**src/rtl/bb_rz_frame_scheduler.sv**
```systemverilog
// Frame sequencer for the baseband RZ pulse path: it emits an alternating preamble,
// then MSB-first data symbols, then an inter-frame gap. Each symbol is one RZ window.
module bb_rz_frame_scheduler #(
  parameter int SYM_CYCLES   = 20,
  parameter int BASE_HIGH    = 2,
  parameter int PREAMBLE_LEN = 4,
  parameter int GAP_CYCLES   = 8
) (
  input  logic       clk,
  input  logic       rst,
  input  logic [1:0] cfg_pw1,
  input  logic [1:0] cfg_pw0,
  input  logic       in_valid,
  output logic       in_ready,
  input  logic [7:0] in_data,
  input  logic       in_last,
  output logic       pulse_out,
  output logic       sym_bit,
  output logic       sym_strobe,
  output logic       busy,
  output logic       frame_done,
  output logic       err_underrun
);

  typedef enum logic [1:0] {S_IDLE, S_PREAMBLE, S_DATA, S_GAP} state_t;

  localparam logic [7:0] SYM_LAST = 8'(SYM_CYCLES - 1);
  localparam logic [7:0] GAP_LAST = 8'(GAP_CYCLES - 1);
  localparam logic [3:0] PRE_LAST = 4'(PREAMBLE_LEN - 1);
  localparam logic [7:0] BASE_HI  = 8'(BASE_HIGH);

  state_t     r_state, w_next;
  logic [7:0] r_sym_cnt, r_gap_cnt, r_hold, r_shift;
  logic [3:0] r_pre_idx;
  logic [2:0] r_bit_idx;
  logic [1:0] r_pw1, r_pw0;
  logic       r_hold_full, r_last_seen, r_err;

  logic       w_hs, w_sym_last, w_pre_end, w_gap_last;
  logic       w_active, w_sym_bit, w_load_hold, w_bypass, w_underrun;
  logic [1:0] w_pw;
  logic [7:0] w_high;

  assign in_ready   = ~r_hold_full & ~r_last_seen & (r_state != S_GAP);
  assign w_hs       = in_valid & in_ready;
  assign w_sym_last = (r_sym_cnt == SYM_LAST);
  assign w_pre_end  = (r_state == S_PREAMBLE) && w_sym_last && (r_pre_idx == PRE_LAST);
  assign w_gap_last = (r_state == S_GAP) && (r_gap_cnt == GAP_LAST);

  // NOTE: the state register uses a synchronous reset, so rst only acts on a clock edge.
  always_ff @(posedge clk) begin
    if (rst) r_state <= S_IDLE;
    else     r_state <= w_next;
  end

  // NOTE: every signal driven here gets a default first so no latch can be inferred.
  always_comb begin
    w_next      = r_state;
    w_active    = 1'b0;
    w_sym_bit   = 1'b0;
    w_load_hold = 1'b0;
    w_bypass    = 1'b0;
    w_underrun  = 1'b0;
    unique case (r_state)
      S_IDLE: if (w_hs) w_next = S_PREAMBLE;
      S_PREAMBLE: begin
        w_active  = 1'b1;
        w_sym_bit = ~r_pre_idx[0];
        if (w_pre_end) w_next = S_DATA;
      end
      S_DATA: begin
        w_active  = 1'b1;
        w_sym_bit = r_shift[r_bit_idx];
        // A full hold register never holds the current byte, so the last-byte test
        // reduces to last_seen with an empty hold register.
        if (w_sym_last && r_bit_idx == 3'd0) begin
          if (r_hold_full)                 w_load_hold = 1'b1;
          else if (!r_last_seen && w_hs)   w_bypass    = 1'b1;
          else begin
            w_next     = S_GAP;
            w_underrun = ~r_last_seen;
          end
        end
      end
      S_GAP: if (w_gap_last) w_next = S_IDLE;
      default: w_next = S_IDLE;
    endcase
  end

  always_ff @(posedge clk) begin
    if (rst) begin
      r_sym_cnt   <= '0;
      r_gap_cnt   <= '0;
      r_pre_idx   <= '0;
      r_bit_idx   <= '0;
      r_hold      <= '0;
      r_shift     <= '0;
      r_hold_full <= 1'b0;
      r_last_seen <= 1'b0;
      r_pw1       <= '0;
      r_pw0       <= '0;
      r_err       <= 1'b0;
    end else begin
      if (w_active) r_sym_cnt <= w_sym_last ? 8'd0 : r_sym_cnt + 8'd1;
      if (r_state == S_PREAMBLE && w_sym_last)
        r_pre_idx <= w_pre_end ? 4'd0 : r_pre_idx + 4'd1;
      if (w_pre_end)                              r_bit_idx <= 3'd7;
      else if (r_state == S_DATA && w_sym_last)   r_bit_idx <= r_bit_idx - 3'd1;
      if (r_state == S_GAP) r_gap_cnt <= w_gap_last ? 8'd0 : r_gap_cnt + 8'd1;

      if (w_pre_end || w_load_hold) r_shift <= r_hold;
      else if (w_bypass)            r_shift <= in_data;

      if (w_gap_last || w_pre_end || w_load_hold) r_hold_full <= 1'b0;
      else if (w_hs && !w_bypass)                 r_hold_full <= 1'b1;
      if (w_hs && !w_bypass) r_hold <= in_data;

      if (w_gap_last)             r_last_seen <= 1'b0;
      else if (w_hs && in_last)   r_last_seen <= 1'b1;

      if (r_state == S_IDLE && w_hs) begin
        r_pw1 <= cfg_pw1;
        r_pw0 <= cfg_pw0;
        r_err <= 1'b0;
      end else if (w_underrun) begin
        r_err <= 1'b1;
      end
    end
  end

  assign w_pw         = w_sym_bit ? r_pw1 : r_pw0;
  assign w_high       = BASE_HI + {6'd0, w_pw};
  assign pulse_out    = w_active && (r_sym_cnt < w_high);
  assign sym_bit      = w_sym_bit;
  assign sym_strobe   = w_active && (r_sym_cnt == 8'd0);
  assign busy         = (r_state != S_IDLE);
  assign frame_done   = w_gap_last;
  assign err_underrun = r_err;

endmodule

```
**config.mk**
```make
export PLATFORM = sky130hd
export DESIGN_NAME = bb_rz_frame_scheduler
export DESIGN_NICKNAME = d
export VERILOG_FILES = /design/src/rtl/bb_rz_frame_scheduler.sv
export SDC_FILE = /design/constraint.sdc
export NUM_CORES = 1
export LEC_CHECK = 0
export CORE_AREA = 4 4 66 68
export CTS_CLUSTER_DIAMETER = 40
export DETAILED_ROUTE_END_ITERATION = 6
export DIE_AREA = 0 0 70 72
export DONT_BUFFER_PORTS = 1
export PLACE_DENSITY = 0.8
export SLEW_MARGIN = 20
export SYNTH_ARGS = -nofsm -noshare
export SYNTH_HDL_FRONTEND = slang
export SYNTH_SLANG_ARGS = --single-unit
export TNS_END_PERCENT = 30
```
**constraint.sdc**
```tcl
create_clock -name clk -period 5.15 [get_ports clk]
set_input_delay 0.515 -clock clk [delete_from_list [all_inputs] [get_ports clk]]
set_output_delay 0.515 -clock clk [all_outputs]
set_load 0.05 [all_outputs]
```
==> results_dict.tcl, run 1 <==
set metrics [dict create \
    switchingPower_w 0.000376 \
    finalHoldViolations 0 \
    ys.flop_type "dfxtp_1" \
    synth-seq-cells 48 \
    min_path_type "input pin to register" \
    crit_family "multiplexers" \
    wl_per_cell_microns 14.1 \
    drcViolationCount 0 \
    cap_violations 0 \
    nFillCells 325 \
    cts_hold_buffers 0 \
    cpMaxStageDelayCell "mux4_2" \
    synth_top_area_share_pct 39.8 \
    timing.critical_path.buf_inv 0 \
    drtPass1Iterations 4 \
    clk_pin_slew_ns 0.08 \
    synthesis.nets 294 \
    antenna_found_initial 0 \
    syn_inst 266 \
    max_stage_delay_ns 0.51 \
    swShare_pct 37.2 \
    placementRows 23 \
    clock_tree.buffer_depth 2 \
    setup_tns_ns 0 \
    overflow 0 \
    path_cells "mux4_2 > nor2_1 > o21ai_0 > nand2_1 > mux2_2 > ha_1 > nor4_1 > a211o_1" \
    holdWs_ns 0.274 \
    die_y_microns 72 \
    slew_headroom_pct 38.8 \
    worstPathRequired_ns 4.64 \
    finClkSkew_ns 0.00275 \
    yosysSeqAreaShare_pct 39.8 \
    multi_input_area_sq_mm 0.00135 \
    port-buffer-count 0 \
    seqCellArea_sq_um 961 \
    p_comb_share_pct 31.7 \
    synth_area_leaders "dfxtp_1, mux2i_1, nor2_1" \
    post-route-util_pct 65.4 \
    post_cts_resized 0 \
    start_util_pct 62.6 \
    post-synth-top-area-cell "dfxtp_1" \
    cts_buffers 5 \
    synth_area_sq_mm 0.00241 \
    nets 290 \
    period_needed_ns 3.41 \
    tightest_slew_ns 0.913 \
    ctsHtreeMaxLevel 2 \
    period_share_pct 66.3 \
    p_int_w 0.000635 \
    timing.fmax_ghz 0.293 \
    outcome "complete, no violations" \
    die_w_microns 70 \
    critPathKind "register to output pin" \
    cts_tree "done" \
    core_region_area_sq_mm 0.00386 \
    num_antenna_cells 0 \
    grt_max_degree 37 \
    worst_setup_path_end_kind "output pin" \
    grt_first_pass_wirelength_microns 7810 \
    power_w 0.00101 \
    dp_hpwl_microns 3180 \
    drt_wl_total_microns 4400 \
    syn_to_final_growth_pct 4.62 \
    antenna_left 0 \
    place.gp.congestion 0.796 \
    synth_warnings 0 \
    vias 1820 \
    ir_worst_vdd_uv 305 \
    pwr-share-clk_pct 26.4 \
    io_pins 23 \
    vias_per_cell 5.81 \
    synth-edff-count 0 \
    path_max_fanout 4 \
    drive_above_1_share_pct 7.60 \
    dieArea_sq_mm 0.00504 \
    grt_pass1_vias 1799 \
    cts_root_buf "clkbuf_8" \
    slew_violations 0 \
    track_usage_pct 19.0 \
    cp-start-kind "register" \
    dp.cells 305 \
    clock_sink_count 48 \
    p_seq_share_pct 41.8 \
    async_reset_ff_share_pct 0 \
    synth_area_per_cell_sq_um 9.07 \
    yosysUniqueCellTypes 50 \
    powerDensity_mw_per_mm2 400 \
    post_cts_buffers 0 \
    worstSkewPairLatency_ns 0.30 \
    cp.arrival_ns 2.90 \
    p_leak_nw 0.961 \
    rsz0062_at_grt "false" \
    final_cells 313 \
    timing.final.setup_violations 0 \
    first_iter_violations 90 \
]
[sequential cells by signal, indices dropped and copies added (netlist names)]
signal / count
r_gap_cnt: 8
r_hold: 8
r_shift: 8
r_sym_cnt: 8
r_pre_idx: 4
r_bit_idx: 3
r_pw0: 2
r_pw1: 2
r_state: 2
err_underrun: 1
r_hold_full: 1
r_last_seen: 1
[kinds of logic after synthesis]
kind of cell	after synthesis	synth area share (%)
simple gates	107	22.0
flops	48	39.8
compound gates	37	10.8
mux	23	10.2
buf+inv	22	4.72
xor+xnor	17	6.17
fa+ha+maj	12	6.22
[synthesized netlist by cell type (2+ instances only)]
cell type	count
inv_1	11
buf_4	2
xnor2_1	6
mux2i_1	19
a21oi_1	12
o21ai_0	2
nor2_1	43
ha_1	12
mux2_2	3
and4_1	2
nand2_1	16
xor2_1	11
dfxtp_1	48
nand3_1	17
nor4_1	2
nor3_1	7
nor3b_1	2
nand2b_1	2
a211oi_1	9
clkbuf_1	7
nand4_1	4
[layout make-up]
type / count / share of cell area (%)
multi-input cells: 196 / 53.4
flip-flops and latches: 48 / 38.1
clock buffers: 5 / 2.73
well taps: 50 / 2.48
clock inverters: 3 / 1.69
inverters: 11 / 1.64
[layout by cell type (no fill, tap or decap), drive strengths merged, types with 6 or more instances in the layout]
master  instances
a211oi          9
a21oi          13
dfxtp          48
ha             12
inv            11
mux2i          19
nand2          16
nand3          17
nor2           44
nor3            7
xnor2           6
xor2           11
[layer usage]
metal	wire length (microns)	GRT usage, %
met1	2130	24.6
met2	2010	31.2
met3	214	5.54
met4	48	5.11
met5	0	0
[power by group through the flow]
stage | clock network, W | registers, W | logic, W
CTS | 0.000274 | 0.000423 | 0.000320
floorplan | 0 | 0.000423 | 0.000274
finish | 0.000267 | 0.000423 | 0.000321
global placement | 0 | 0.000429 | 0.000312
global route | 0.000287 | 0.000426 | 0.000352
detailed placement | 0 | 0.000430 | 0.000317
[per-stage QoR]
step	worst slack [ns]	area, sq um
finish	1.74	2520
CTS	1.73	2520
global placement	2.10	2410
global route	1.49	2520
floorplan	2.20	2410
detailed placement	2.08	2410
[final timing paths]
check	from	slack [ns]	cells after the start	to
hold / removal	rst	0.27	1	r_pre_idx[0]
hold reg to reg	r_pw0[1]	0.47	2	r_pw0[1]
setup / recovery	r_bit_idx[0]	1.74	8	pulse_out
setup reg to reg	r_state[1]	2.50	6	r_shift[0]
No activity file was read; power rests on OpenSTA's default activity.
==> run 2, diff against run 1 <==
- CORE_AREA: 4 4 66 68 -> 4 4 68 70
- DIE_AREA: 0 0 70 72 -> 0 0 72 74
- PLACE_DENSITY: 0.8 -> 0.76
- clock period: 5.15 -> 3.3 ns (I/O delays scaled with it)
==> results_dict.tcl, run 2 (synthesized netlist as in run 1, its figures left out) <==
set metrics [dict create \
    rsz0062_at_grt "false" \
    timing.final.setup_violations 0 \
    ctsHtreeMaxLevel 2 \
    cts_hold_buffers 0 \
    setup_ws_ns 0.199 \
    post_cts_buffers 0 \
    grt_pass1_vias 1693 \
    critPathKind "register to output pin" \
    cap_violations 0 \
    min_path_type "input pin to register" \
    slew_headroom_pct 40.1 \
    cp-start-kind "register" \
    cp.arrival_ns 2.77 \
    slew_violations 0 \
    cts_tree "done" \
    start_util_pct 60.7 \
    seqCellArea_sq_um 961 \
    drcViolationCount 0 \
    final_cells 315 \
    post-place-ws_ns 0.379 \
    die_y_microns 74 \
    finClkSkew_ns 0.00667 \
    powerDensity_mw_per_mm2 603 \
    io_pins 23 \
    worstPathRequired_ns 2.97 \
    dieArea_sq_mm 0.00533 \
    path_max_fanout 4 \
    track_usage_pct 18.3 \
    grt_max_degree 37 \
    worstSkewPairLatency_ns 0.29 \
    placementRows 23 \
    num_antenna_cells 0 \
    tightest_slew_ns 0.895 \
    vias 1778 \
    wl_per_cell_microns 14.0 \
    clk_pin_slew_ns 0.08 \
    antenna_left 0 \
    grt_first_pass_wirelength_microns 7710 \
    worst_setup_path_end_kind "output pin" \
    power_w 0.00152 \
    period_needed_ns 3.10 \
    outcome "complete, no violations" \
    post_cts_resized 0 \
    overflow 0 \
    die_w_microns 72 \
    placed_cell_area_sq_mm 0.00243 \
    place.gp.congestion 0.782 \
    port-buffer-count 0 \
    core_region_area_sq_mm 0.00397 \
    finalHoldViolations 0 \
    drtPass1Iterations 4 \
    vias_per_cell 5.64 \
    drt_wl_total_microns 4400 \
    most-common-layout-cells "dfxtp_1, nor2_1, mux2i_1" \
    clock_tree.buffer_depth 2 \
    first_iter_violations 109 \
    ir_worst_vdd_uv 325 \
    antenna_found_initial 0 \
    timing.fmax_ghz 0.323 \
    cts_root_buf "clkbuf_8" \
    period_share_pct 94.0 \
    layout_commonest_cell "dfxtp_1" \
    nets 292 \
    final_area_sq_mm 0.00252 \
    cts_buffers 5 \
    drive_above_1_share_pct 8.68 \
    setup_tns_ns 0 \
    dp_hpwl_microns 3270 \
    p_leak_nw 0.966 \
    dp.cells 307 \
    clock_sink_count 48 \
    nFillCells 350 \
    multi_input_area_sq_mm 0.00135 \
    syn_to_final_growth_pct 4.51 \
]
[run 2: changes by cell type in the layout (fill, tap and decap cells not counted)]
cell,change
clkbuf_8,+1
a211o_1,-1
clkinv_2,+1
bufinv_16,-1
buf_4,+2
a211o_2,+1
clkinvlp_4,-1
[run 2: stage by stage]
step | util (%) | hold slack, ns
2_1_floorplan | - | 0.436
3_3_place_gp | 61.1 | 0.405
3_5_place_dp | 61.1 | 0.406
4_1_cts | 63.5 | 0.0871
5_1_grt | 63.5 | 0.0844
6_report | 63.5 | 0.101
[run 2: layer usage]
| layer | share of wire, % | GRT usage, % |
|---|---|---|
| met5 | 0 | 0 |
| met3 | 4.1 | 3.24 |
| met2 | 44 | 27.7 |
| met1 | 50 | 25.9 |
| met4 | 1.7 | 7.72 |
[run 2: worst paths after layout]
kind	from	end	slack, ns	depth (start not counted)
worst max-delay path	r_bit_idx[0]	pulse_out	0.20	8
worst min-delay path	rst	r_pre_idx[0]	0.10	1
worst max register to register	r_state[1]	r_shift[1]	1.07	7
worst min register to register	r_pw1[0]	r_pw1[0]	0.46	2
[run 2: power breakdown]
group          switching (W)  internal, W  total (W)
sequential         0.0000380     0.000619   0.000657
clock               0.000181     0.000167   0.000348
combinational       0.000352     0.000163   0.000516
[run 2: final cells by class]
cell class | count | share of cell area (%)
clock buffers | 6 | 3.28
clock inverters | 2 | 0.397
inverters | 11 | 1.64
multi-input cells | 196 | 53.5
flip-flops and latches | 48 | 38.1
well taps | 50 | 2.48
repair buffers | 2 | 0.596
[run 2: critical path, stage by stage (launching register included)]
cell	delay (ns)
dfxtp_1	0.41
mux4_2	0.52
nor2_1	0.16
o21ai_0	0.11
nand2_1	0.14
mux2_2	0.34
ha_1	0.27
nor4_1	0.22
a211o_2	0.30
